### src/rtl/uart_resp_pkg.sv
// +--------------------------------------------------------------------+
// | uart_resp_pkg                                                      |
// | Opcodes, response codes and FSM states for uart_reg_responder.     |
// | Revision: 1.0                                                      |
// +--------------------------------------------------------------------+
`default_nettype none

package uart_resp_pkg;

    localparam logic [7:0] OP_WR   = 8'h57;
    localparam logic [7:0] OP_RD   = 8'h52;
    localparam logic [7:0] RSP_OK  = 8'h4B;
    localparam logic [7:0] RSP_ERR = 8'h3F;

    typedef enum logic [2:0] {
        IDLE     = 3'd0,
        GET_ADDR = 3'd1,
        GET_DATA = 3'd2,
        GET_CSUM = 3'd3,
        RESP     = 3'd4
    } state_e;

endpackage

`default_nettype wire

### src/rtl/uart_resp_regfile.sv
// +--------------------------------------------------------------------+
// | uart_resp_regfile                                                  |
// | 2**ADDR_W x 8 register file: one sync write port, async read port. |
// | Revision: 1.0                                                      |
// +--------------------------------------------------------------------+
`default_nettype none

module uart_resp_regfile #(
    parameter int ADDR_W = 4
) (
    input  logic                       clk,
    input  logic                       rst,
    input  logic                       we_i,
    input  logic [ADDR_W-1:0]          waddr_i,
    input  logic [7:0]                 wdata_i,
    input  logic [ADDR_W-1:0]          raddr_i,
    output logic [7:0]                 rdata_o,
    output logic [8*(2**ADDR_W)-1:0]   regs_flat_o
);

    localparam int DEPTH = 2**ADDR_W;

    logic [7:0] mem_q [DEPTH];

    always_ff @(posedge clk or negedge rst) begin
        if (!rst) begin
            for (int i = 0; i < DEPTH; i++) begin
                mem_q[i] <= 8'h00;
            end
        end else if (we_i) begin
            mem_q[waddr_i] <= wdata_i;
        end
    end

    assign rdata_o = mem_q[raddr_i];

    for (genvar g = 0; g < DEPTH; g++) begin : g_flat
        assign regs_flat_o[8*g +: 8] = mem_q[g];
    end

endmodule

`default_nettype wire

### src/rtl/uart_reg_responder.sv
// +--------------------------------------------------------------------+
// | uart_reg_responder                                                 |
// | Parses 'W'/'R' byte frames into a register file, one reply/frame.  |
// | Option: UART_RESP_CSUM_EN adds a trailing XOR checksum byte.       |
// | Revision: 1.0                                                      |
// +--------------------------------------------------------------------+
`default_nettype none

module uart_reg_responder
    import uart_resp_pkg::*;
#(
    parameter int ADDR_W      = 4,
    parameter int TIMEOUT_CYC = 100000
) (
    input  logic                       clk,
    input  logic                       rst,
    input  logic [7:0]                 rx_data,
    input  logic                       rx_valid,
    output logic [7:0]                 tx_data,
    output logic                       tx_valid,
    input  logic                       tx_ready,
    output logic [8*(2**ADDR_W)-1:0]   regs_flat,
    output logic                       err_timeout,
    output logic                       err_overrun
);

    localparam int CNT_W = $clog2(TIMEOUT_CYC + 1);

    state_e             state_q,     state_d;
    logic               is_wr_q,     is_wr_d;
    logic [ADDR_W-1:0]  addr_q,      addr_d;
    logic               addr_ok_q,   addr_ok_d;
    logic [7:0]         tx_data_q,   tx_data_d;
    logic [CNT_W-1:0]   cnt_q,       cnt_d;
    logic               err_to_q,    err_to_d;
    logic               err_ov_q,    err_ov_d;
`ifdef UART_RESP_CSUM_EN
    logic [7:0]         csum_q,      csum_d;
    logic [7:0]         data_q,      data_d;
`endif

    logic               w_we;
    logic [7:0]         w_wdata;
    logic [ADDR_W-1:0]  w_raddr;
    logic [7:0]         w_rdata;
    logic               w_rx_in_range;
    logic               w_in_frame;

    assign w_rx_in_range = ((rx_data >> ADDR_W) == 8'd0);
    assign w_in_frame    = (state_q == GET_ADDR) || (state_q == GET_DATA) ||
                           (state_q == GET_CSUM);
    // The address byte itself is the read index when it arrives in GET_ADDR.
    assign w_raddr       = (state_q == GET_ADDR) ? rx_data[ADDR_W-1:0] : addr_q;

    uart_resp_regfile #(.ADDR_W(ADDR_W)) u_regfile (
        .clk         (clk),
        .rst         (rst),
        .we_i        (w_we),
        .waddr_i     (addr_q),
        .wdata_i     (w_wdata),
        .raddr_i     (w_raddr),
        .rdata_o     (w_rdata),
        .regs_flat_o (regs_flat)
    );

    always_comb begin
        state_d   = state_q;
        is_wr_d   = is_wr_q;
        addr_d    = addr_q;
        addr_ok_d = addr_ok_q;
        tx_data_d = tx_data_q;
        cnt_d     = cnt_q;
        err_to_d  = 1'b0;
        err_ov_d  = 1'b0;
        w_we      = 1'b0;
        w_wdata   = rx_data;
`ifdef UART_RESP_CSUM_EN
        csum_d    = csum_q;
        data_d    = data_q;
`endif
        case (state_q)
            IDLE: begin
                if (rx_valid) begin
                    cnt_d = '0;
                    if (rx_data == OP_WR || rx_data == OP_RD) begin
                        is_wr_d = (rx_data == OP_WR);
                        state_d = GET_ADDR;
`ifdef UART_RESP_CSUM_EN
                        csum_d  = rx_data;
`endif
                    end else begin
                        tx_data_d = RSP_ERR;
                        state_d   = RESP;
                    end
                end
            end
            GET_ADDR: begin
                if (rx_valid) begin
                    cnt_d     = '0;
                    addr_d    = rx_data[ADDR_W-1:0];
                    addr_ok_d = w_rx_in_range;
`ifdef UART_RESP_CSUM_EN
                    csum_d    = csum_q ^ rx_data;
                    state_d   = is_wr_q ? GET_DATA : GET_CSUM;
`else
                    if (is_wr_q) begin
                        state_d = GET_DATA;
                    end else begin
                        tx_data_d = w_rx_in_range ? w_rdata : RSP_ERR;
                        state_d   = RESP;
                    end
`endif
                end
            end
            GET_DATA: begin
                if (rx_valid) begin
                    cnt_d = '0;
`ifdef UART_RESP_CSUM_EN
                    data_d  = rx_data;
                    csum_d  = csum_q ^ rx_data;
                    state_d = GET_CSUM;
`else
                    w_we      = addr_ok_q;
                    tx_data_d = addr_ok_q ? RSP_OK : RSP_ERR;
                    state_d   = RESP;
`endif
                end
            end
`ifdef UART_RESP_CSUM_EN
            GET_CSUM: begin
                if (rx_valid) begin
                    cnt_d   = '0;
                    state_d = RESP;
                    w_wdata = data_q;
                    if (rx_data != csum_q || !addr_ok_q) begin
                        tx_data_d = RSP_ERR;
                    end else if (is_wr_q) begin
                        w_we      = 1'b1;
                        tx_data_d = RSP_OK;
                    end else begin
                        tx_data_d = w_rdata;
                    end
                end
            end
`endif
            RESP: begin
                // A byte arriving here is lost, even on the handshake cycle.
                if (rx_valid) begin
                    err_ov_d = 1'b1;
                end
                if (tx_ready) begin
                    state_d = IDLE;
                end
            end
            default: begin
                state_d = IDLE;
            end
        endcase

        if (w_in_frame && !rx_valid) begin
            if (cnt_q == CNT_W'(TIMEOUT_CYC)) begin
                state_d  = IDLE;
                err_to_d = 1'b1;
                cnt_d    = '0;
            end else begin
                cnt_d = cnt_q + 1'b1;
            end
        end
    end

    always_ff @(posedge clk or negedge rst) begin
        if (!rst) begin
            state_q   <= IDLE;
            is_wr_q   <= 1'b0;
            addr_q    <= '0;
            addr_ok_q <= 1'b0;
            tx_data_q <= 8'h00;
            cnt_q     <= '0;
            err_to_q  <= 1'b0;
            err_ov_q  <= 1'b0;
`ifdef UART_RESP_CSUM_EN
            csum_q    <= 8'h00;
            data_q    <= 8'h00;
`endif
        end else begin
            state_q   <= state_d;
            is_wr_q   <= is_wr_d;
            addr_q    <= addr_d;
            addr_ok_q <= addr_ok_d;
            tx_data_q <= tx_data_d;
            cnt_q     <= cnt_d;
            err_to_q  <= err_to_d;
            err_ov_q  <= err_ov_d;
`ifdef UART_RESP_CSUM_EN
            csum_q    <= csum_d;
            data_q    <= data_d;
`endif
        end
    end

    assign tx_data     = tx_data_q;
    assign tx_valid    = (state_q == RESP);
    assign err_timeout = err_to_q;
    assign err_overrun = err_ov_q;

endmodule

`default_nettype wire

### config.mk
export PLATFORM = sky130hd
export DESIGN_NAME = uart_reg_responder
export DESIGN_NICKNAME = d
export VERILOG_FILES = /design/src/rtl/uart_resp_pkg.sv /design/src/rtl/uart_resp_regfile.sv /design/src/rtl/uart_reg_responder.sv
export SDC_FILE = /design/constraint.sdc
export NUM_CORES = 1
export LEC_CHECK = 0
export ABC_AREA = 1
export CAP_MARGIN = 20
export CORE_UTILIZATION = 53
export DETAILED_ROUTE_END_ITERATION = 10
export GPL_TIMING_DRIVEN = 0
export PLACE_DENSITY_LB_ADDON = 0.05
export RECOVER_POWER = 50
export SETUP_SLACK_MARGIN = 0.1
export SYNTH_ARGS = -nofsm -noshare
export SYNTH_HDL_FRONTEND = slang
export SYNTH_SLANG_ARGS = --single-unit
### constraint.sdc
create_clock -name clk -period 1.9 [get_ports clk]
set_input_delay 0.475 -clock clk [delete_from_list [all_inputs] [get_ports clk]]
set_output_delay 0.475 -clock clk [all_outputs]
set_load 0.05 [all_outputs]
-- After elaboration in Yosys (flattened, before gate mapping)
Index checks and enable logic that the tools add are counted.
- add/subtract/negate cells: 1
- order comparisons: 3
- equal/unequal tests: 12
- multiplexer cells: 34
- bitwise operators: 2
- reduce and logical (&&, ||, !) cells: 16
- operators with widths (kind ; count):
    bitwise mux 128 bit ; 1
    two-way mux 8 bit ; 9
    two-way mux 17 bit ; 4
    binary-select mux 8 bit (select 4 bit) ; 1
    demux 8 bit (select 4 bit) ; 1
    two-way mux 3 bit ; 8
    one-hot mux 8 bit (3 select lines) ; 1
    adder 17 x 1 -> 17 bit, second input constant ; 1
    == test 17 bit, second input constant ; 1
    == test 8 x 7 -> 1 bit, second input constant ; 2
    one-hot mux 3 bit (4 select lines) ; 1
    >= comparator 5 bit, second input constant ; 2
    inequality test 2 bit, second input constant ; 5
    inverter 4 -> 5 bit ; 2
    logical NOT 8 bit ; 1
    two-way mux 7 bit ; 1
    == test 3 x 2 -> 1 bit, second input constant ; 2
    two-way mux 1 bit ; 6
    AND reduction 6 bit ; 1
    less-than comparator 5 x 1 -> 1 bit, second input constant ; 1
    two-way mux 4 bit ; 1
    AND reduction 2 bit ; 2
    nonzero test 2 bit ; 2
    == test 3 x 1 -> 1 bit, second input constant ; 1
    8 further kinds ; 11
- bits in registers: 164
- output and inout bits: 139
- logic and storage cells: 92

-- Logic depth before layout (Yosys ltp)
- depth after elaboration: 10
- depth in mapped cells: 13
- depth with buffers taken out: 12

-- By module
Synthesis repeated with hierarchy kept, for this count alone.
- cell total of the unflattened synthesis: 1131
- area total of the unflattened synthesis: 8321.7 um2
- by module, submodules not included (module ; instances ; cells each ; area each (um2)):
    uart_resp_regfile ; 1 ; 834 ; 6211.0
    uart_reg_responder ; 1 ; 297 ; 2110.8

-- Worst setup path after synthesis
OpenSTA, ideal clock, no wires.
- kind: register to output
- start point: reg state_q[0]
- end point: out tx_valid
- data arrival time: 1331 ps
- path slack: 94 ps
- cell stages (with the launch flop): 4
- path buffers: 0
- cells stage by stage: dfrtp_1 nor2_1 inv_1 nor2_1
- cells in the longest elaborated chain, start to end: 1
- RTL lines (element ; line ; text):
    from (decl) ; uart_reg_responder.sv:29 ; state_e state_q, state_d;
    from (signal assigned) ; uart_reg_responder.sv:186 ; state_q <= state_d;
    == test 3 bit ; uart_reg_responder.sv:202 ; assign tx_valid = (state_q == RESP);
    to (decl) ; uart_reg_responder.sv:20 ; output logic tx_valid,
No other way between the ends.

-- Final worst setup path
- start point: reg state_q[2]
- end point: reg tx_data_q[1] (netlist: tx_data[1])
- cells in the longest elaborated chain, start to end: 10
- elaborated cells on any way between the ends: 19
- classes of those cells: 7 x eq/ne; 8 x mux; 1 x bitwise; 3 x reduce/logical
- RTL lines (element ; line ; text):
    == test 3 x 1 -> 1 bit ; uart_reg_responder.sv:53, uart_reg_responder.sv:81 ;
    two-way mux 4 bit ; uart_reg_responder.sv:53 ; assign w_raddr = (state_q == GET_ADDR) ? rx_data[ADDR_W-1:0] : addr_q;
    inverter 4 -> 5 bit (implied by the code) ; uart_resp_regfile.sv:35 ; assign rdata_o = mem_q[raddr_i];
    binary-select mux 8 bit (select 4 bit) ; uart_resp_regfile.sv:35 ;
    two-way mux 8 bit (implied by the code) (2 in series) ; uart_resp_regfile.sv:35 ;
    two-way mux 8 bit ; uart_reg_responder.sv:109 ; tx_data_d = w_rx_in_range ? w_rdata : RSP_ERR;
    two-way mux 8 bit ; uart_reg_responder.sv:106 ; if (is_wr_q) begin
    two-way mux 8 bit ; uart_reg_responder.sv:98 ; if (rx_valid) begin
    one-hot mux 8 bit (3 select lines) ; uart_reg_responder.sv:81 ; case (state_q)
    to (signal assigned) ; uart_reg_responder.sv:190 ; tx_data_q <= tx_data_d;
    to (decl) ; uart_reg_responder.sv:33 ; logic [7:0] tx_data_q, tx_data_d;
Parallel ways exist; a longest one is shown, timed or not. The select of a mux whose other input is x is not followed.
A chain may end at the register's enable or synchronous reset.

==> results.md <==
- Maximum VDD drop: ~610 µV
- Max-slew violation count: 0
- Rel. slew slack: 0.2610
- Post-synth EDFFs: 0
- Final worst path period need: 2482 ps
- Yosys top cell area share: 0.5059
- H-tree level count: 4
- Synth area leaders: dfrtp_1, nand2_1, o21ai_0
- Gp weighted congestion: 0.9957
- I/O pins: 151
- FF-to-FF Start: state_q[2]
- CTS tree: built
- Design Area, Final: 12880 µm²
- First-pass GRT wire length: 48.71 mm
- Vias: 10.21k
- Internal cell power: 6.247 mW
- Share of cells above drive strength 1: 0.4133
- Max-cap violations: 0
- Core Box Area: 14750 µm²
- Gate Count Post-Synth: ~1k
- Comb pwr share: 0.152
- Clock network fraction of total power: 0.435
- CP Launch Point: state_q[2]
- Worst EP arrival: 2820 ps
- Avg Inst Size Synth: 7.892 µm²
- Starting Density: 0.5499
- Final setup vio count: 139
- Violated checks: DRC, setup timing
- Number of clock sinks: 164
- Clock Tree Root: clkbuf_16
- Top_reg_cell synth: dfrtp_1
- Worst Setup End Kind: register
- Post-synth cell types: 38
- Mapped cell area: 8113 µm²
- Slew @ Worst Pin: 1108 ps
- FFs w/ async S/R, synth: 1.000
- Syn-to-layout area delta: 58.76%
- Number of I/O port buffers: 149
- P_leak: 5.702 nW
- Pre-antenna DRT Iters: 11
- Switching power share of the total: 0.2840
- CP Launch Type: register
- F_max: 0.4028 GHz
- Leading area contributor after synthesis: dfrtp_1
- Drt total wl: between 30 and 40 mm
- Post-layout nets: 1322
- Worst hold slack: 522.6 ps
- Fin cells: 1505
- Die H: 125.7 µm
- Crit path max fanout: 8
- N_diodes: 0
- Grt ovf: 0
- Wire per inst: ~26 µm
- Initial antenna violation count: 2
- RSZ-0062 raised after global routing: true
- Via/cell ratio: 6.781
- Sequential area share after synthesis: 0.5059
- CTS max path bufs: 2
- Final HPWL DP: 18.60 mm
- Hold Path Origin: u_regfile.regs_flat_o[117]
- Fin. Hold Viols: 0
- Post-route antenna net violation count: 0
- Reg power frac: 0.413
- Die X: 125.7 µm
- Largest net degree at the start of global routing: about 110
- Fin Clk Skew: around 8 ps
- Total track usage: 0.4101
- FP Rows: 44
- DRC viols: 2
- Worst setup path category: register to register
- Fillers: 664
- Setup ws final: -582.4 ps
- Initial DRC Count: 1844
- #FFs+latches synth: 164
- Syn nets: 1042
- Layout Utilization: 0.8730
- Switching power: 2.478 mW
- Worst Path Required: 2240 ps
- Clock latency on the worst-skew pair: 450 ps
- Post-DP Area: approximately 10000 µm²
- Number of global-route vias before repair: 8722
- Hold Path Class: register to register
- TritonCTS buffer count: 17
- Final Cycle Share: 1.307
- Status: finished, violations left
- YS warnings: 0
- Die area: approximately 16000 µm²
- Clk slew on worst S/H paths: 70 ps
- Pwr dens: 677.4 nW/µm²
- Total power: 8.724 mW
- DP Cell Count: roughly 1.4k
==> per-stage QoR <==
step	TNS, ps	setup WS, ps
final	-27950	-582.4
after global routing	-38890	-612.6
after CTS	-3263	-216.0
after detailed placement	-37410	-1071
after global placement	-1052110	-6207
after floorplan	0	100.2
==> synth_stat cells (3+ instances only) <==
cell type  instances
o21ai_0          124
nor3_1             4
buf_2             19
a31oi_1            4
nor2_1            36
nand4_1            9
clkbuf_1          17
o21ai_1           33
inv_2              3
buf_4              4
o211ai_1          11
buf_6              8
o21ai_4            3
o22ai_1            4
dfrtp_1          164
nand2_2           13
a21oi_1           11
inv_1            119
nand2_1          296
nor3_4             3
nand3_1          119
==> cell families after synthesis <==
| family | synth area share |
|---|---|
| AOI/OAI and AO/OA | 0.1340 |
| xor gates and xnor gates | 0.002160 |
| adders and majority gates | 0.003084 |
| buffers and inverters | 0.09177 |
| DFF | 0.5059 |
| and+or+nand+nor | 0.2631 |
==> placed cells by master, fill, tap and decap left out, types with 30 or more instances in the layout <==
| master | netlist | final |
|---|---|---|
| buf_4 | 4 | 48 |
| buf_6 | 8 | 75 |
| clkdlybuf4s15_2 | 0 | 98 |
| dfrtp_1 | 164 | 162 |
| inv_1 | 119 | 113 |
| nand2_1 | 296 | 214 |
| nand2_2 | 13 | 62 |
| nand3_1 | 119 | 62 |
| nand3_2 | 2 | 48 |
| o21ai_0 | 124 | 30 |
| o21ai_1 | 33 | 71 |
| o21ai_2 | 1 | 55 |
==> registers in the layout (all words and copies together), names as in the netlist <==
signal                 cells
err_overrun                1
err_timeout                1
is_wr_q                    1
addr_q                     4
cnt_q                     17
addr_ok_q                  1
state_q                    3
tx_data                    8
u_regfile.regs_flat_o    128
==> layer usage <==
layer | vias up | GRT usage | routed length, µm
met4 | 2 | 0.2418 | 3624
met1 | 4711 | 0.5316 | 13110
met5 | - | 0 | 9
met3 | 419 | 0.1088 | 6098
li1 | 3926 | - | -
met2 | 1148 | 0.6222 | 16300
==> what timing repair did <==
item / in CTS / in global routing
gates cloned: 16 / 2
pin swaps: 63 / 26
setup endpoints to repair: 289 / 190
buffers inserted: 61 / 31
resized for setup: 621 / 323
hold endpoints to repair: 58 / 0
hold buffers: 1 / 0
==> worst max-delay path, cell delays in order, from the launching register on <==
cell      delay (ps)
dfrtp_2          410
buf_6            120
nor2_4           180
buf_4            160
nand3_4          160
nand2_8          160
buf_8            150
buf_6            120
nand2_1          150
nand2_1          150
o211ai_1          90
nand3_1           90
nand3_2          160
o21ai_1          160
inv_1             70
==> power groups by stage <==
stage / clock, mW / combinational [mW] / sequential, mW
5_1_grt: 3.91 / 1.38 / 3.61
3_3_place_gp: 0 / 0.768 / 3.67
2_1_floorplan: 0 / 0.420 / 3.72
3_5_place_dp: 0 / 0.795 / 3.66
6_report: 3.80 / 1.32 / 3.60
4_1_cts: 3.70 / 1.02 / 3.59
==> cell type report <==
cell class / instances / area (µm²) / area share
multi-input combinational: 692 / 4360 / 0.3385
clock inverter: 10 / 145.1 / 0.01127
sequential: 164 / 4106 / 0.3188
timing repair buffer: 261 / 2569 / 0.1994
clock buffer: 22 / 494.2 / 0.03837
buffer: 48 / 483.0 / 0.03750
inverter: 124 / 491.7 / 0.03818
tap: 184 / 230.2 / 0.01787
==> final timing paths <==
kind,endpoint,slack [ps],cells after the start
max in group asynchronous,state_q[0],140,3
worst min register to register,u_regfile.regs_flat_o[117],520,2
worst max register to register,tx_data[1],-580,14
worst max-delay path,tx_data[1],-580,14
worst min-delay path,u_regfile.regs_flat_o[117],520,2
min in group asynchronous,u_regfile.regs_flat_o[118],680,2
Note: power is estimated with default switching activity, not from simulation.
